===== config.mk =====
export PLATFORM = sky130hd
export DESIGN_NAME = clken_sched_flat
export DESIGN_NICKNAME = d
export VERILOG_FILES = /design/src/rtl/clken_sched_pkg.sv /design/src/rtl/clken_sched_if.sv /design/src/rtl/clken_counter.sv /design/src/rtl/clken_sched.sv /design/src/flat_wrapper.sv
export SDC_FILE = /design/constraint.sdc
export NUM_CORES = 1
export LEC_CHECK = 0
export ABC_AREA = 0
export BUFFER_PORTS_ARGS = -buffer_cell sky130_fd_sc_hd__buf_2
export CAP_MARGIN = 25
export CORE_MARGIN = 1
export CORE_UTILIZATION = 59
export DETAILED_ROUTE_END_ITERATION = 6
export GPL_TIMING_DRIVEN = 0
export HOLD_SLACK_MARGIN = 0.03
export PLACE_DENSITY = 0.76
export SYNTH_ARGS = -nofsm -noshare
export SYNTH_HDL_FRONTEND = slang
export SYNTH_HIERARCHICAL = 1
export SYNTH_SLANG_ARGS = --single-unit

===== constraint.sdc =====
create_clock -name clk -period 3.8 [get_ports clk]
set_clock_uncertainty 0.15 [all_clocks]
set_input_delay 0.19 -clock clk [delete_from_list [all_inputs] [get_ports clk]]
set_output_delay 0.19 -clock clk [all_outputs]
set_load 0.01 [all_outputs]

===== src/rtl/clken_sched_pkg.sv =====
// Shared constants and state encoding for the clock-enable scheduler.
package clken_sched_pkg;

    localparam int CLK_CNT_W       = 17;  // divide counter / ratio width
    localparam int CLK_DEFAULT_DIV = 2;   // ratio loaded at reset
    localparam int CLK_TCNT_W      = 8;   // tick counter width

    typedef enum logic {
        IDLE = 1'b0,
        RUN  = 1'b1
    } state_t;

endpackage


===== src/rtl/clken_sched_if.sv =====
// Control/status bundle between the top-level controller and clken_sched.
interface clken_sched_if #(
    parameter int CNT_W  = clken_sched_pkg::CLK_CNT_W,
    parameter int TCNT_W = clken_sched_pkg::CLK_TCNT_W
);
    logic              start;
    logic              stop;
    logic              cfg_valid;
    logic [CNT_W-1:0]  cfg_div;
    logic              cfg_ready;
    logic              running;
    logic              tick;
    logic              dclk;
    logic [TCNT_W-1:0] tick_cnt;

    // Controller side: issues commands and ratios, observes status.
    modport master (
        output start, stop, cfg_valid, cfg_div,
        input  cfg_ready, running, tick, dclk, tick_cnt
    );

    // Scheduler side.
    modport slave (
        input  start, stop, cfg_valid, cfg_div,
        output cfg_ready, running, tick, dclk, tick_cnt
    );
endinterface


===== src/rtl/clken_counter.sv =====
// Divide counter: counts 0..div-1 while enabled, reloads div on a load strobe.
module clken_counter
    import clken_sched_pkg::*;
#(
    parameter int CNT_W       = CLK_CNT_W,
    parameter int DEFAULT_DIV = CLK_DEFAULT_DIV
) (
    input  logic             clk,
    input  logic             rst,
    input  logic             en,        // counting; low holds cnt at 0
    input  logic             load,      // take load_div as the new ratio
    input  logic [CNT_W-1:0] load_div,
    output logic             wrap       // cnt is at the last count of the period
);
    localparam logic [CNT_W-1:0] ONE     = CNT_W'(1);
    localparam logic [CNT_W-1:0] DIV_RST = CNT_W'(DEFAULT_DIV);

    logic [CNT_W-1:0] cnt;
    logic [CNT_W-1:0] div;

    assign wrap = (cnt == div - ONE);

    // Period counter; cleared whenever counting is disabled and on every wrap.
    always_ff @(posedge clk or posedge rst) begin
        if (rst) begin
            cnt <= '0;
        end else if (!en || wrap) begin
            cnt <= '0;
        end else begin
            cnt <= cnt + ONE;
        end
    end

    // Active ratio; the caller only strobes load at a period boundary.
    always_ff @(posedge clk or posedge rst) begin
        if (rst) begin
            div <= DIV_RST;
        end else if (load) begin
            div <= load_div;
        end
    end
endmodule


===== src/rtl/clken_sched.sv =====
// Clock-enable scheduler: tick every N cycles, divided level dclk, and a
// ratio handshake whose new values land only on period boundaries.
module clken_sched
    import clken_sched_pkg::*;
#(
    parameter int CNT_W       = CLK_CNT_W,
    parameter int DEFAULT_DIV = CLK_DEFAULT_DIV,
    parameter int TCNT_W      = CLK_TCNT_W
) (
    input  logic          clk,
    input  logic          rst,
    clken_sched_if.slave  bus
);
    localparam logic [CNT_W-1:0] ONE = CNT_W'(1);

    state_t            state, state_next;
    logic              wrap;
    logic              count_en, stop_edge, wrap_edge, accept, apply;
    logic              pending, pending_next;
    logic [CNT_W-1:0]  pend_div, pend_div_next;
    logic              rdy, rdy_next;
    logic              run_lvl, run_lvl_next;
    logic              tick_pulse, tick_next;
    logic              dclk_lvl, dclk_next;
    logic [TCNT_W-1:0] ticks, ticks_next;

    // stop has priority over everything else in RUN, including a wrap.
    assign stop_edge = (state == RUN) && bus.stop;
    assign count_en  = (state == RUN) && !bus.stop;
    assign wrap_edge = count_en && wrap;
    assign accept    = bus.cfg_valid && rdy;
    // A pending ratio may only land where the counter is (or becomes) zero.
    assign apply     = pending && ((state == IDLE) || wrap_edge || stop_edge);

    clken_counter #(
        .CNT_W       (CNT_W),
        .DEFAULT_DIV (DEFAULT_DIV)
    ) u_counter (
        .clk      (clk),
        .rst      (rst),
        .en       (count_en),
        .load     (apply),
        .load_div (pend_div),
        .wrap     (wrap)
    );

    // State register.
    always_ff @(posedge clk or posedge rst) begin
        if (rst) begin
            state <= IDLE;
        end else begin
            state <= state_next;
        end
    end

    // Next-state: start enters RUN unless stop is also present; stop leaves RUN.
    always_comb begin
        state_next = state;
        case (state)
            IDLE:    if (bus.start && !bus.stop) state_next = RUN;
            RUN:     if (bus.stop)               state_next = IDLE;
            default: state_next = IDLE;
        endcase
    end

    // Next values of the registered outputs and the pending ratio.
    always_comb begin
        run_lvl_next  = (state_next == RUN);
        tick_next     = wrap_edge;
        dclk_next     = count_en ? (dclk_lvl ^ wrap) : 1'b0;
        ticks_next    = ticks + {{(TCNT_W-1){1'b0}}, wrap_edge};
        pending_next  = pending;
        pend_div_next = pend_div;
        rdy_next      = rdy;
        if (accept) begin
            pending_next  = 1'b1;
            pend_div_next = (bus.cfg_div == '0) ? ONE : bus.cfg_div;
            rdy_next      = 1'b0;
        end else if (apply) begin
            pending_next  = 1'b0;
            rdy_next      = 1'b1;
        end
    end

    // Output and handshake registers.
    always_ff @(posedge clk or posedge rst) begin
        if (rst) begin
            run_lvl    <= 1'b0;
            tick_pulse <= 1'b0;
            dclk_lvl   <= 1'b0;
            ticks      <= '0;
            pending    <= 1'b0;
            pend_div   <= '0;
            rdy        <= 1'b1;
        end else begin
            run_lvl    <= run_lvl_next;
            tick_pulse <= tick_next;
            dclk_lvl   <= dclk_next;
            ticks      <= ticks_next;
            pending    <= pending_next;
            pend_div   <= pend_div_next;
            rdy        <= rdy_next;
        end
    end

    assign bus.cfg_ready = rdy;
    assign bus.running   = run_lvl;
    assign bus.tick      = tick_pulse;
    assign bus.dclk      = dclk_lvl;
    assign bus.tick_cnt  = ticks;
endmodule

===== src/flat_wrapper.sv =====
// flat-port wrapper written by rule: the top's interface ports become plain ports
module clken_sched_flat import clken_sched_pkg::*;
#(
    parameter int CNT_W       = CLK_CNT_W,
    parameter int DEFAULT_DIV = CLK_DEFAULT_DIV,
    parameter int TCNT_W      = CLK_TCNT_W
)
  (clk, rst, bus_start, bus_stop, bus_cfg_valid, bus_cfg_div, bus_cfg_ready, bus_running, bus_tick, bus_dclk, bus_tick_cnt);
  clken_sched_if #(.CNT_W(CNT_W), .TCNT_W(TCNT_W)) bus_i ();
  input  logic clk;
  input  logic rst;
  input wire logic [$bits(bus_i.start)-1:0] bus_start;
  input wire logic [$bits(bus_i.stop)-1:0] bus_stop;
  input wire logic [$bits(bus_i.cfg_valid)-1:0] bus_cfg_valid;
  input wire logic [$bits(bus_i.cfg_div)-1:0] bus_cfg_div;
  output wire logic [$bits(bus_i.cfg_ready)-1:0] bus_cfg_ready;
  output wire logic [$bits(bus_i.running)-1:0] bus_running;
  output wire logic [$bits(bus_i.tick)-1:0] bus_tick;
  output wire logic [$bits(bus_i.dclk)-1:0] bus_dclk;
  output wire logic [$bits(bus_i.tick_cnt)-1:0] bus_tick_cnt;
  assign bus_i.start = bus_start;
  assign bus_i.stop = bus_stop;
  assign bus_i.cfg_valid = bus_cfg_valid;
  assign bus_i.cfg_div = bus_cfg_div;
  assign bus_cfg_ready = bus_i.cfg_ready;
  assign bus_running = bus_i.running;
  assign bus_tick = bus_i.tick;
  assign bus_dclk = bus_i.dclk;
  assign bus_tick_cnt = bus_i.tick_cnt;
  clken_sched #(.CNT_W(CNT_W), .DEFAULT_DIV(DEFAULT_DIV), .TCNT_W(TCNT_W)) u_core (.clk(clk), .rst(rst), .bus(bus_i));
endmodule

After elaboration in Yosys (flattened, before gate mapping)
Index checks and enable logic that the tools add are counted.
Widths: inputs -> output; s select.
{"block": "word_totals", "register_bits": 64, "in_bits": 22, "out_inout_bits": 12, "wordCells": 38}
{"block": "op_classes", "n_addsub": 3, "n_eq_ne": 1, "mux": 10, "n_bitwise": 2, "n_reduce_logical": 13}
{"operator": "$mux 17", "count": 2}
{"operator": "$add 17x1->17 const B", "count": 1}
{"operator": "$eq 17x17->1", "count": 1}
{"operator": "$logic_not 17->1", "count": 1}
{"operator": "$sub 17x1->17 const B", "count": 1}
{"operator": "$add 8x1->8", "count": 1}
{"operator": "$mux 1", "count": 7}
{"operator": "$logic_and 1x1->1", "count": 6}
{"operator": "$logic_or 1x1->1", "count": 3}
{"operator": "$logic_not 1->1", "count": 2}
{"operator": "$pmux 1 s2", "count": 1}
{"operator": "$reduce_bool 2->1", "count": 1}
{"operator": "$not 1->1", "count": 1}
{"operator": "$xor 1x1->1", "count": 1}

Depth between registers and ports, before layout
{"block": "depth", "ltp_word": 8, "mapped_depth": 14, "depth_no_buf": 14}

Modules after synthesis
The synthesis kept the hierarchy.
{"mod": "clken_counter", "instances": 1, "cells_each": 220, "area_per_inst_um2": 2128.3, "seq_area_each_um2": 852.1}
{"mod": "clken_sched", "instances": 1, "cells_each": 82, "area_per_inst_um2": 1173.6, "seq_area_each_um2": 752.0}

Worst setup path before layout
OpenSTA, ideal clock, no wires.
{"block": "synth_path", "kind": "flip-flop to flip-flop", "from": "register u_core.u_counter.div[0]", "to": "register u_core.u_counter.div[10]", "setup_ns": 0.125, "t_arrival_ns": 3.121, "path_slack_ns": 0.404, "stages_incl_launch_ff": 12, "period_less_slack_ns": 3.396, "path_cell_list": "dfrtp_1 -> inv_1 -> ha_1 -> nor3b_2 -> or4b_1 -> o31ai_1 -> a32oi_1 -> a21oi_2 -> and2_1 -> o21a_1 -> clkbuf_1 -> mux2_2"}
{"block": "synth_between", "elab_chain_cells": 6}
{"element": "start, declared", "line_no": "clken_counter.sv:19", "text": "logic [CNT_W-1:0] div;"}
{"element": "start signal, assigned", "line_no": "clken_counter.sv:39", "text": "div <= load_div;"}
{"element": "$sub 17x1->17", "line_no": "clken_counter.sv:21", "text": "assign wrap = (cnt == div - ONE);"}
{"element": "$eq 17x17->1", "line_no": "clken_counter.sv:21"}
{"element": "net u_core.wrap", "line_no": "clken_sched.sv:17", "text": "logic wrap;"}
{"element": "$logic_and 1x1->1", "line_no": "clken_sched.sv:30", "text": "assign wrap_edge = count_en && wrap;"}
{"element": "$logic_or 1x1->1 (2 in series)", "line_no": "clken_sched.sv:33", "text": "assign apply = pending && ((state == IDLE) || wrap_edge || stop_edge);"}
{"element": "$logic_and 1x1->1", "line_no": "clken_sched.sv:33"}
{"element": "net u_core.apply", "line_no": "clken_sched.sv:18", "text": "logic count_en, stop_edge, wrap_edge, accept, apply;"}
The timed path passes the listed nets, and every way through them passes these cells.
A chain may end at the register's enable or synchronous reset.

Worst setup path after layout
{"block": "layout_path", "from": "register u_core.u_counter.div[0]", "to": "register u_core.u_counter.div[7]"}
Same word-level chain as after synthesis.

==> results by group <==
Critical path
  • Setup CP Type: reg -> reg
  • Worst Setup End Kind: flip-flop
  • Crit path DAT: approximately 3.7 ns
  • Startpoint class of the critical path: flip-flop
  • R2R Path Start: u_core/u_counter/div[0]$_DFFE_PP0P_
  • Critical Path RT: 3.88 ns
  • Crit path max fanout: 10
  • Worst Setup SP: u_core/u_counter/div[0]$_DFFE_PP0P_

Place
  • Pre-CTS WS: -0.286 ns
  • Area post-placement: roughly 3600 sq um
  • DP Wirelength: 5.09 mm
  • IO Port Bufs: 33
  • Placed Cells: a little over 400
  • GP Congestion: around 0.84

STA
  • Setup ws final: between 0.2 and 0.25 ns
  • Max Fclk: approximately 0.28 GHz
  • Min Tclk post-route: around 3.6 ns
  • TNS Setup: 0 ns
  • Period utilization: a little over nine tenths
  • Final max-slew violation count: 0
  • Slew margin rel.: a little over 60%
  • Setup violations, final: 0
  • Fin. Hold Viols: 0
  • Least-Margin Pin Slew: approximately 0.56 ns

Floorplan
  • Die Y-Extent: approximately 77 um
  • Core area: 5240 sq um
  • Die area: 5900 sq um
  • FP Rows: 26
  • Initial Utilization: a little over three fifths
  • Io pins: 34
  • Die Span X: roughly 77 um

Cells and area
  • Final std cells w/o fill: 449
  • Layout Nets: 400
  • Final instance area: 4050 sq um
  • Diodes inserted: 0
  • Proportion of layout cells with a drive suffix above 1: between 20% and 30%
  • Fin util: ~77%
  • Area Growth Syn to Fin: 22.7%

Synthesis
  • Async set-reset flop share out of synthesis: 100%
  • Post-synthesis sequential area ratio: 48.6%
  • Post-synth EDFFs: 0
  • Mapped Area: 3300 sq um
  • Synth Warn #: 6
  • Net Count, Synth: ~330
  • Cell accounting for the most synthesized area: dfrtp_1
  • Synth Instances: ~300
  • Count leader, synth: dfrtp_1
  • Largest cells by area after synthesis: dfrtp_1 (47%), mux2_2 (9.9%), xnor2_1 (8.2%)
  • Yosys cell types: 44
  • Synth Register Bits: 64
  • Yosys top cell area share: a little under half
  • Main synth FF type: dfrtp_1
  • Synth cell count leaders: dfrtp_1 (62), xnor2_1 (31), mux2_2 (29)
  • Post-synthesis area per instance: around 11 sq um

CTS
  • CTS clk-pin slew, worst paths: roughly 0.070 ns
  • Clock Path Buffers: 2
  • CTS tree: done
  • Root Buffer Master: clkbuf_8
  • Clk sinks: 64
  • Clk Latency, worst-skew pair: 0.36 ns
  • Num CTS Buffers: 9
  • H-tree depth: 3

Detailed routing
  • First-pass DRT Iterations: 5
  • Drt drc: 0
  • Final ANT Viol Nets: 0
  • Vias per cell: between 5 and 6
  • Routed WL per cell: approximately 17 um
  • Via count: roughly 2500
  • Final wirelength: between 7 and 8 mm
  • Starting DRT DRC Count: 164

Status
  • Status: finished, final reports clean

Global route
  • Largest net degree at the start of global routing: 24
  • Grt total ovfl: 0
  • Vias in the first global route: between 2000 and 3000
  • Initial antenna violation count: 0
  • Overall global routing resource usage: between 20% and 30%
  • First-pass GRT wire length: between 10 and 15 mm

Job
  • Maxcap violations: 0

Power
  • VDD IR-drop max: around 0.00033 V
  • Pwr Density: ~310 nW/um^2
  • P_leak: between 0.0015 and 0.002 uW

Hold path
  • Hold Path Class: in -> reg
  • Worst hold start: bus_cfg_valid
critical path, cell delays in order (launching register included):
cell	delay, ns
dfrtp_1	0.44
inv_1	0.10
ha_2	0.23
nor3b_4	0.38
buf_4	0.18
and3_1	0.17
a211oi_1	0.12
a2111oi_4	0.45
and2_4	0.24
o21a_1	0.22
clkbuf_1	0.37
mux2_2	0.40
worst paths after layout:
path,end,slack (ns),cells past startpoint
worst max-delay path,u_core/u_counter/div[7]$_DFFE_PP0P_,0.22,11
min in group asynchronous,u_core/bus.running$_DFF_PP0_,0.23,3
worst max register to register,u_core/u_counter/div[7]$_DFFE_PP0P_,0.22,11
worst min-delay path,u_core/pending$_DFFE_PP0P_,0.19,4
worst min register to register,u_core/bus.tick_cnt[7]$_DFF_PP0_,0.32,1
max in group asynchronous,u_core/u_counter/div[2]$_DFFE_PP0P_,2.69,4
sequential cells by signal (all words and copies together), names as in the netlist, 8 cells and up:
signal and flops:
u_core/u_counter/div 17, u_core/pend_div 17, u_core/bus.tick_cnt 8, u_core/u_counter/cnt 17
per-stage QoR:
stage,total power [uW],hold slack (ns)
2_1_floorplan,714,0.106
4_1_cts,1280,0.187
6_report,1270,0.190
3_5_place_dp,741,0.0455
5_1_grt,1320,0.197
3_3_place_gp,733,0.204
layer usage:
| metal | vias up | wire, um | GRT usage, % |
|---|---|---|---|
| met3 | 10 | 412 | 8.93 |
| li1 | 1212 | - | - |
| met4 | 0 | 116 | 7.69 |
| met2 | 52 | 3950 | 49.7 |
| met1 | 1231 | 3070 | 35.9 |
| met5 | - | 0 | 0 |
cells by family after synthesis:
| group | count (synthesis) | share of synthesized area [%] |
|---|---|---|
| AOI/OAI and AO/OA | 44 | 8.79 |
| xor gates and xnor gates | 43 | 11.4 |
| adders and majority gates | 4 | 1.52 |
| buffers and inverters | 20 | 2.88 |
| DFF | 64 | 48.6 |
| muxes | 31 | 10.5 |
| and+or+nand+nor | 96 | 16.3 |
power by group:
group / internal [uW] / switching (uW)
combinational: 30.7 / 29.2
sequential: 682 / 2.01
clock: 252 / 273
total: 965 / 304
layout by cell type, fill, tap and decap left out, types with 2 or more instances in the layout:
| cell | count |
|---|---|
| mux2_2 | 29 |
| nor3_1 | 6 |
| inv_1 | 10 |
| buf_16 | 2 |
| clkbuf_1 | 3 |
| dfstp_2 | 2 |
| and3_1 | 4 |
| clkinvlp_4 | 3 |
| a21oi_1 | 20 |
| o21a_1 | 3 |
| nand2b_1 | 5 |
| clkbuf_8 | 10 |
| dfrtp_1 | 62 |
| nand4b_1 | 2 |
| nor4_2 | 2 |
| xor2_1 | 12 |
| nand3_1 | 16 |
| ha_1 | 3 |
| o21ai_0 | 7 |
| mux2i_1 | 2 |
| nand4_1 | 5 |
| o211ai_1 | 2 |
| buf_6 | 2 |
| and4_1 | 3 |
| buf_4 | 5 |
| nor2_1 | 11 |
| dlygate4sd3_1 | 21 |
| nand2_1 | 28 |
| nand3b_1 | 2 |
| nor4_1 | 4 |
| buf_2 | 37 |
| clkinv_2 | 2 |
| o31ai_1 | 3 |
| xnor2_1 | 31 |
| a211oi_1 | 2 |
repair_timing:
action	in CTS	in global routing
resized for setup	3	3
hold buffers	21	0
buffers inserted	1	4
endpoints found under the setup margin	19	20
cloned	0	0
pin swaps	1	2
endpoints found under the hold margin	57	0
layout make-up:
type	instances	area, sq um
inverters	10	37.5
well taps	70	87.6
clock inverters	5	32.5
plain buffers	10	58.8
repair buffers	61	468
multi-input cells	218	1620
clock buffers	11	141
flip-flops and latches	64	1600
fillers	367	1180
Note: power is estimated with default switching activity, not from simulation.
